## src/rtl/ghpc_share_decoder.sv

```systemverilog
// rtl/ghpc_share_decoder.sv - share-pair capture, recombination and credit-protected output FIFO
//
// Receiving end of a masked two-share gadget pipeline of fixed latency LAT.
// Every accepted issue is tracked by a tag that walks a LAT-bit shift register.
// When the tag reaches the last stage, the arriving share pair is registered.
// The registered shares are XOR-recombined into the output FIFO on the next edge.
//
// Ports:
//   clk, rst_n          clock (rising edge), asynchronous active-low reset
//   issue    / issue_ok upstream launch request / credit available (accept = both high)
//   sh0, sh1            share pair from the gadget pipeline, valid only in tagged cycles
//   out_data, out_valid head of FIFO and FIFO non-empty
//   out_ready           consumer pops the head when high together with out_valid
//   drop_err            sticky flag: issue seen while issue_ok was low
module ghpc_share_decoder #(
    parameter int W     = 1,
    parameter int LAT   = 4,
    parameter int DEPTH = 4
) (
    input  logic         clk,
    input  logic         rst_n,
    input  logic         issue,
    output logic         issue_ok,
    input  logic [W-1:0] sh0,
    input  logic [W-1:0] sh1,
    output logic [W-1:0] out_data,
    output logic         out_valid,
    input  logic         out_ready,
    output logic         drop_err
);

    // Pointers need at least one bit even for a single-entry FIFO; they wrap
    // explicitly at DEPTH-1 so the extra bit is never used in that case.
    localparam int AW = (DEPTH > 1) ? $clog2(DEPTH) : 1;
    localparam int CW = $clog2(DEPTH) + 1;
    localparam logic [CW-1:0] DEPTH_C = CW'(DEPTH);
    localparam logic [AW-1:0] LAST_P  = AW'(DEPTH - 1);

    logic [LAT-1:0] tag_q, tag_d;
    logic           cap_v_q, cap_v_d;
    logic [W-1:0]   s0_q, s0_d;
    logic [W-1:0]   s1_q, s1_d;
    logic [CW-1:0]  occ_q, occ_d;
    logic [CW-1:0]  cnt_q, cnt_d;
    logic [AW-1:0]  wr_q, wr_d;
    logic [AW-1:0]  rd_q, rd_d;
    logic           drop_q, drop_d;
    logic [W-1:0]   mem_q [DEPTH];

    logic acc;
    logic pop;
    logic wr_en;

    function automatic logic [AW-1:0] ptr_inc(input logic [AW-1:0] p);
        return (p == LAST_P) ? '0 : p + AW'(1);
    endfunction

    always_comb begin
        // Credit is decoded from registered occupancy only, so a pop never
        // frees credit in the same cycle.
        issue_ok  = (occ_q < DEPTH_C);
        out_valid = (cnt_q != '0);
        out_data  = mem_q[rd_q];
        drop_err  = drop_q;

        acc   = issue & issue_ok;
        pop   = out_valid & out_ready;
        wr_en = cap_v_q;

        tag_d   = (tag_q << 1) | LAT'(acc);
        cap_v_d = tag_q[LAT-1];

        // Shares are only sampled in tagged cycles and kept in separate
        // registers; they meet for the first time at the XOR on the FIFO input.
        s0_d = tag_q[LAT-1] ? sh0 : s0_q;
        s1_d = tag_q[LAT-1] ? sh1 : s1_q;

        // occ counts in-flight tags plus stored entries, so the FIFO can
        // never be written while full.
        occ_d = occ_q + CW'(acc) - CW'(pop);
        cnt_d = cnt_q + CW'(wr_en) - CW'(pop);
        wr_d  = wr_en ? ptr_inc(wr_q) : wr_q;
        rd_d  = pop   ? ptr_inc(rd_q) : rd_q;

        drop_d = drop_q | (issue & ~issue_ok);
    end

    always_ff @(posedge clk or negedge rst_n) begin
        if (!rst_n) begin
            tag_q   <= '0;
            cap_v_q <= 1'b0;
            s0_q    <= '0;
            s1_q    <= '0;
            occ_q   <= '0;
            cnt_q   <= '0;
            wr_q    <= '0;
            rd_q    <= '0;
            drop_q  <= 1'b0;
        end else begin
            tag_q   <= tag_d;
            cap_v_q <= cap_v_d;
            s0_q    <= s0_d;
            s1_q    <= s1_d;
            occ_q   <= occ_d;
            cnt_q   <= cnt_d;
            wr_q    <= wr_d;
            rd_q    <= rd_d;
            drop_q  <= drop_d;
        end
    end

    always_ff @(posedge clk or negedge rst_n) begin
        if (!rst_n) begin
            for (int i = 0; i < DEPTH; i++) begin
                mem_q[i] <= '0;
            end
        end else if (wr_en) begin
            mem_q[wr_q] <= s0_q ^ s1_q;
        end
    end

endmodule

```

## config.mk

```make
export PLATFORM = sky130hd
export DESIGN_NAME = ghpc_share_decoder
export DESIGN_NICKNAME = d
export VERILOG_FILES = /design/src/rtl/ghpc_share_decoder.sv
export SDC_FILE = /design/constraint.sdc
export NUM_CORES = 1
export LEC_CHECK = 0
export ABC_AREA = 1
export CORE_ASPECT_RATIO = 1.2
export CORE_MARGIN = 1
export CORE_UTILIZATION = 30
export DETAILED_ROUTE_END_ITERATION = 10
export GPL_TIMING_DRIVEN = 1
export PLACE_DENSITY = 0.6
export SYNTH_ARGS = -nofsm -noshare
export SYNTH_HDL_FRONTEND = slang
export SYNTH_SLANG_ARGS = --single-unit
```

## constraint.sdc

```tcl
create_clock -name clk -period 1.88 [get_ports clk]
set_input_delay 0.188 -clock clk [delete_from_list [all_inputs] [get_ports clk]]
set_output_delay 0.188 -clock clk [all_outputs]
set_load 0.02 [all_outputs]
```

### Word-level counts from Yosys, hierarchy flattened

Index checks and enable logic that the tools add are counted.

* register bits: 22
* logic and storage cells: 44

* equal/unequal tests: 2
* $lt $le $gt $ge: 4
* multiplexer cells: 8
* reductions and logical operators: 2
* add/subtract/negate cells: 6
* bitwise gates (word level): 9

Operators with widths (number)
* 3-bit by 1-bit adder with 3-bit output: 2
* 3-bit greater-or-equal comparator (second input constant): 2
* 2-bit inverter with 3-bit output: 2
* 3-bit by 1-bit subtractor with 3-bit output: 2
* 2-bit by 1-bit adder with 2-bit output (second input constant): 2
* 4-bit bitwise mux: 1
* 2-bit equality test (second input constant): 2
* 2-bit 2-to-1 mux: 2
* 4-bit by 1-bit OR with 4-bit output: 1
* 1-bit AND: 3
* 3-bit by 1-bit < comparator with 1-bit output (second input constant): 1
* 3-bit < comparator (second input constant): 1
* 1-bit 2-to-1 mux: 3
* 3-bit nonzero test: 1
* 1-bit binary-select mux with 2-bit select: 1
* 1-bit demux with 2-bit select: 1
* 1-bit logical AND: 1
* 1-bit inverter: 1
* 1-bit OR: 1
* 1-bit XOR: 1

### Logic depth before layout (Yosys ltp)

Gate-level depths: netlist of run 1.

* depth after elaboration: 6
* depth in mapped cells: 12

### Least setup slack after synthesis of run 1

Ideal clock, no wire load.

* kind: reg2reg
* start: register cnt_q[1]
* end: register cnt_q[2]
* arrival time: 1864 ps
* clock period less this slack: 1981 ps
* slack: -101 ps
* path buffers: 0
* required time: 1763 ps
* stages on the path, launching flop included: 12
* setup time: 117 ps
* cell sequence: dfrtp_1 > nor2_2 > nand2_2 > nand2_2 > inv_1 > ha_1 > inv_1 > ha_1 > fa_1 > xor2_1 > nand2_1 > nand2_1

* cells in the longest elaborated chain, start to end: 3

Ends and longest elaborated chain
* start: declaration: line 44 `logic [CW-1:0] cnt_q, cnt_d;`
* start signal: assignment: line 105 `cnt_q <= cnt_d;`
* 3-bit nonzero test: line 62 `out_valid = (cnt_q != '0);`
* named net out_valid: line 27 `output logic out_valid,`
* 1-bit AND: line 67 `pop = out_valid & out_ready;`
* named net pop: line 51 `logic pop;`
* 3-bit by 1-bit subtractor with 3-bit output: line 81 `cnt_d = cnt_q + CW'(wr_en) - CW'(pop);`
* named net cnt_d[2]: line 44

The timed path passes the listed nets, and every way through them passes these cells.
A chain may end at the register's enable or synchronous reset.

### Final worst setup path of run 1

* start: register cnt_q[0]
* end: register cnt_q[2]

* cells in the longest elaborated chain, start to end: 3

Ends and longest elaborated chain (line)
* 3-bit nonzero test: 62
* 1-bit AND: 67
* named net pop: 51
* 3-bit by 1-bit subtractor with 3-bit output: 81
* named net cnt_d[2]: 44

The timed path passes the listed nets, and every way through them passes these cells.

==> results of run 1 <==
==> worst max-delay path: stages (launching register included) <==
cell	delay (ps)
dfrtp_1	400
nor2_2	120
nand2_2	60
nand2_2	80
inv_4	50
ha_4	250
inv_2	40
ha_4	150
fa_2	350
xor2_1	150
nand2_1	50
nand2_1	40
==> how the worst max path moves through the flow <==
| stage | cells past startpoint | end | startpoint | slack (ps) |
|---|---|---|---|---|
| floorplan | 11 | cnt_q[2] | cnt_q[0] | -40 |
| global placement | 10 | cnt_q[2] | out_ready | -110 |
| detailed placement | 10 | occ_q[1] | issue | -150 |
| global route | 11 | cnt_q[2] | cnt_q[0] | -70 |
| CTS | 11 | cnt_q[2] | cnt_q[1] | 4 |
| finish | 11 | cnt_q[2] | cnt_q[0] | 30 |
==> metal layers <==
metal / track usage, % / vias up / wire [um]
met5: 0 / - / 0
li1: - / 358 / -
met4: 4.688 / 0 / 23
met3: 1.370 / 2 / 48
met2: 18.98 / 10 / 823
met1: 12.30 / 320 / 764
==> kinds of logic (layout without fill, tap and decap cells) <==
family | Yosys count | in the layout | synth area share [%]
DFF | 22 | 22 | 53.92
buffers and inverters | 19 | 40 | 6.984
AOI/OAI and AO/OA | 11 | 11 | 5.883
and+or+nand+nor | 37 | 37 | 14.83
adders and majority gates | 11 | 11 | 14.95
xor gates and xnor gates | 4 | 4 | 3.432
==> layout make-up <==
cell class	count	area share, %
repair buffers	18	12.34
inverters	19	5.690
multi-input cells	63	34.23
flip-flops and latches	22	42.53
well taps	36	3.472
clock buffers	3	1.736
==> where the power goes <==
part,total [mW],internal (mW),switching [mW]
Combinational,0.995,0.490,0.506
Clock,0.208,0.0747,0.133
Sequential,0.840,0.682,0.157
Total,2.04,1.25,0.796
==> sequential cells by signal (all words and copies together), names as in the netlist <==
signal	cells
rd_q	2
s1_q	1
s0_q	1
mem_q	4
cnt_q	3
wr_q	2
cap_v_q	1
occ_q	3
drop_err	1
tag_q	4
==> cell usage in the layout, fill, tap and decap left out, types with 4 or more instances in the layout <==
cell type	count
buf_4	9
clkdlybuf4s50_1	8
dfrtp_1	21
ha_1	5
inv_1	15
nand2_1	28
o21ai_0	4
o21ai_1	4
==> through the flow <==
stage	total power [mW]	setup slack, ps	setup TNS (ps)	area, sq um	std cells
after detailed placement	1.753	-151.3	-440.0	1206	155
after global placement	1.693	-112.5	-277.5	1206	155
final	2.043	26.71	0	1297	161
after floorplan	1.429	-41.18	-41.18	1026	104
after global routing	2.284	-68.73	-68.73	1297	161
after CTS	2.017	3.930	0	1259	159
==> timing repair <==
| item | 4_1_cts | 5_1_grt |
|---|---|---|
| setup endpoints to repair | 1 | 4 |
| pin swaps | 4 | 1 |
| gates resized for setup | 3 | 7 |
| buffers inserted | 1 | 2 |
==> out/results.ini, run 1 <==
[pwr]
ir_drop_uv=831.4
power_density_nw_per_um2=1575
cellLeakagePower_nw=0.6498

[placement]
dp_hpwl_um=1174
gp_congestion=0.7494
port_buffers=9

[sta]
max_freq_ghz=0.5396
hold_viol=0
fin_crit_sh_pct=98.58
tightest_slew_ps=299.0
skew_ps=2.617
rsz0062_at_grt=true
setup_viol=0
hold_ws_ps=228.8
finalCriticalPeriod_ps=1853
final_max_slew_viol_count=0
max_slew_margin_pct=80.07

[worst_setup_path]
crit_type=reg2reg
critical_path_arrival_ps=2060
r2r-end=cnt_q[2]
r2r-start=cnt_q[0]
r2r_cells=11
cp.required_ps=2090
r2r_slack_ps=30
start_kind=register
cp-end-kind=register
crit_fanout=2

[synthesis]
yosysSeqAreaShare_pct=53.92
async_flop_share_pct=100.0
synth_area_per_cell_sq_um=9.817
syn_nets=121
ys_types=18
syn_inst=104
synth.most_common_cell=nand2_1
ys.flop_type=dfrtp_1
synth_top_cell_area_share_pct=53.92
synth_top_area_cell=dfrtp_1
synthTopCellsByArea=dfrtp_1 (54%), ha_1 (11%), nand2_1 (10%)
syn_area_sq_um=1021
synth-seq-cells=22
synth_warnings=0
ys_top_cells_by_count=nand2_1 (28), dfrtp_1 (22), inv_1 (18), ha_1 (9)
synth_edf_count=0

[drt]
drtIter0Drc=8
drt-pass1-iter-count=2
drt_drc_violations_left=0
num_vias=690
ant_nets=0
routedWlPerCell_um=10.31
wl_um=1660
vias_per_cell=4.286

[die]
initial_core_util_pct=32.54
io_pins=10
die_w_um=55.26
dieArea_sq_um=3642
die_y_um=65.91
core_sq_um=3138
rows=22

[global_routing]
first_global_vias=769
grt-ovfl-total=0
grt_antenna_before_repair=0
grt_usage_pct=10.45
grt_max_degree=23
grt_pass1_wl_um=3036

[cells_and_area]
multi_input_area_sq_um=444.2
drive_above_1_share_pct=20.80
final-seq-area_sq_um=551.8
final_util_pct=41.35
nets=144
area_growth_pct=27.08
diodes=0
nFillCells=339

[outcome]
status=complete, no violations

[cts]
hold_buffers=0
clockBufferDepth=2
cts.clk_slew.worst_paths_ps=110
numCtsBuffers=3
cts_max_level=1
worst_skew_pair.late_latency_ps=300
cts_tree=done
root_buffer=clkbuf_4
clock_sinks=22

[worst_hold_path]
hold_path.class=in2async

[flow_run]
maxCapViolCount=0

Power figures use the tool's default switching activity.
==> run 2: changes to the inputs <==
CORE_MARGIN = 3   (was 1)
CTS_CLUSTER_DIAMETER = 30   (was not set)
==> out/results.ini, run 2 (synthesized netlist as in run 1, its figures left out) <==
[die]
initial_core_util_pct=32.25  ; -0.28 points
rows=22  ; unchanged
core_sq_um=3166  ; +0.88%
io_pins=10  ; unchanged
die_w_um=59.26  ; +7.2%
dieArea_sq_um=4142  ; +14%
die_y_um=69.91  ; +6.1%

[sta]
setup_viol=0  ; unchanged
max_freq_ghz=0.5362  ; -0.62%
final_max_slew_viol_count=0  ; unchanged
skew_ps=12.94  ; +10.33 ps
hold_viol=0  ; unchanged
tightest_slew_ps=279.9  ; -19.08 ps
rsz0062_at_grt=true
finalCriticalPeriod_ps=1865  ; +11.54 ps
max_slew_margin_pct=81.34  ; +1.3 points
fin_crit_sh_pct=99.19  ; +0.61 points
finalWorstSetupSlack_ps=15.17  ; -11.54 ps

[drt]
drtIter0Drc=5  ; -3
wl_um=1642  ; -1.1%
routedWlPerCell_um=10.33  ; +0.16%
ant_nets=0  ; unchanged
drt-pass1-iter-count=4  ; +2
num_vias=710  ; +2.9%
drt_drc_violations_left=0  ; unchanged
vias_per_cell=4.465  ; +4.2%

[cts]
cts_tree=done
root_buffer=clkbuf_4
cts_max_level=1  ; unchanged
cts.clk_slew.worst_paths_ps=130  ; +20 ps
numCtsBuffers=3  ; unchanged
clockBufferDepth=2  ; unchanged
worst_skew_pair.late_latency_ps=310  ; about the same
clock_sinks=22  ; unchanged
hold_buffers=0  ; unchanged

[cells_and_area]
reg.largest.list=mem_q x4, tag_q x4
layout.cells.non_filler=159  ; -1.2%
final_cell_mix=nand2_1 (28), dfrtp_1 (22), inv_1 (16)
area_growth_pct=24.14
multi_input_area_sq_um=414.1  ; -6.8%
drive_above_1_share_pct=16.26  ; -4.5 points
final_util_pct=40.04  ; -1.3 points
nets=141  ; -2.1%
nFillCells=311  ; -8.3%
diodes=0  ; unchanged
final_common_cell=nand2_1
final-seq-area_sq_um=550.5  ; -0.23%
stdcell_area_sq_um=1267  ; -2.3%

[worst_setup_path]
cp-end-kind=register
crit_fanout=2  ; unchanged
start_kind=register
critical_path_arrival_ps=2090  ; +30 ps
crit_type=reg2reg
r2r_slack_ps=20  ; about the same
cp.required_ps=2100  ; about the same

[placement]
placed_area_sq_um=1206  ; unchanged
dp_cells=155  ; unchanged
place_ws_ps=-196.3  ; -44.93 ps
dp_hpwl_um=1283  ; +9.3%
port_buffers=9  ; unchanged
gp_congestion=0.7103  ; -5.2%

[pwr]
fin_total_pwr_mw=2.100  ; +2.8%
ir_drop_uv=755.4  ; -9.2%
cellLeakagePower_nw=0.6476  ; -0.34%
power_density_nw_per_um2=1657  ; +5.2%

[flow_run]
maxCapViolCount=0  ; unchanged

[global_routing]
grt_max_degree=23  ; unchanged
grt_pass1_wl_um=3063  ; +0.89%
grt-ovfl-total=0  ; unchanged
grt_usage_pct=9.713  ; -0.74 points
first_global_vias=729  ; -5.2%
grt_antenna_before_repair=0  ; unchanged

[worst_hold_path]
hold_path.class=in2async

[outcome]
status=complete, no violations

-- run 2: worst paths after layout --
| check | start | depth (start not counted) | end |
|---|---|---|---|
| worst max-delay path | cnt_q[0] | 11 | cnt_q[2] |
| worst min-delay path | rst_n | 2 | s1_q |
| worst max register to register | cnt_q[0] | 11 | cnt_q[2] |
| worst min register to register | tag_q[2] | 0 | tag_q[3] |
| max in group asynchronous | rst_n | 2 | mem_q[0] |
| min in group clk | tag_q[2] | 0 | tag_q[3] |
-- run 2: power breakdown --
part	switching [mW]	internal (mW)	leakage, nW
clock	0.144	0.216	0.0279
combinational	0.471	0.425	0.353
sequential	0.165	0.680	0.267
-- run 2: critical path: stages, from the launching register on --
cell and delay (ps):
dfrtp_1 410, nor2_2 110, nand2_2 60, nand2_2 70, inv_2 40, ha_1 260
inv_1 40, ha_2 160, fa_2 370, xnor2_2 150, nand2_1 60, nand2_1 50
-- run 2: timing repair --
item / CTS / global route
gates resized for setup: 2 / 2
setup buffers: 0 / 0
pin swaps: 1 / 0
endpoints found under the setup margin: 2 / 3
-- run 2: layer usage --
layer	track usage [%]	up-vias	wire length, um
met4	6.045	0	39
met1	11.21	336	674
met3	2.403	4	59
met5	0	-	0
met2	15.55	14	869
li1	-	356	-
-- run 2: final cells by class --
| cell class | instances | area share (%) |
|---|---|---|
| Inverter | 19 | 5.627 |
| Clock buffer | 3 | 1.777 |
| Timing Repair Buffer | 15 | 10.56 |
| Multi-Input combinational cell | 63 | 32.68 |
| Sequential cell | 22 | 43.44 |
| Tap cell | 36 | 3.554 |
| Clock inverter | 1 | 2.369 |
-- run 2: through the flow --
stage                     TNS [ps]  hold WS (ps)
after detailed placement    -470.4         336.3
final                            0         208.4
after CTS                  -0.6468         205.9
after global routing        -190.1         222.6
after global placement      -405.8         338.4
after floorplan             -41.18        -107.6
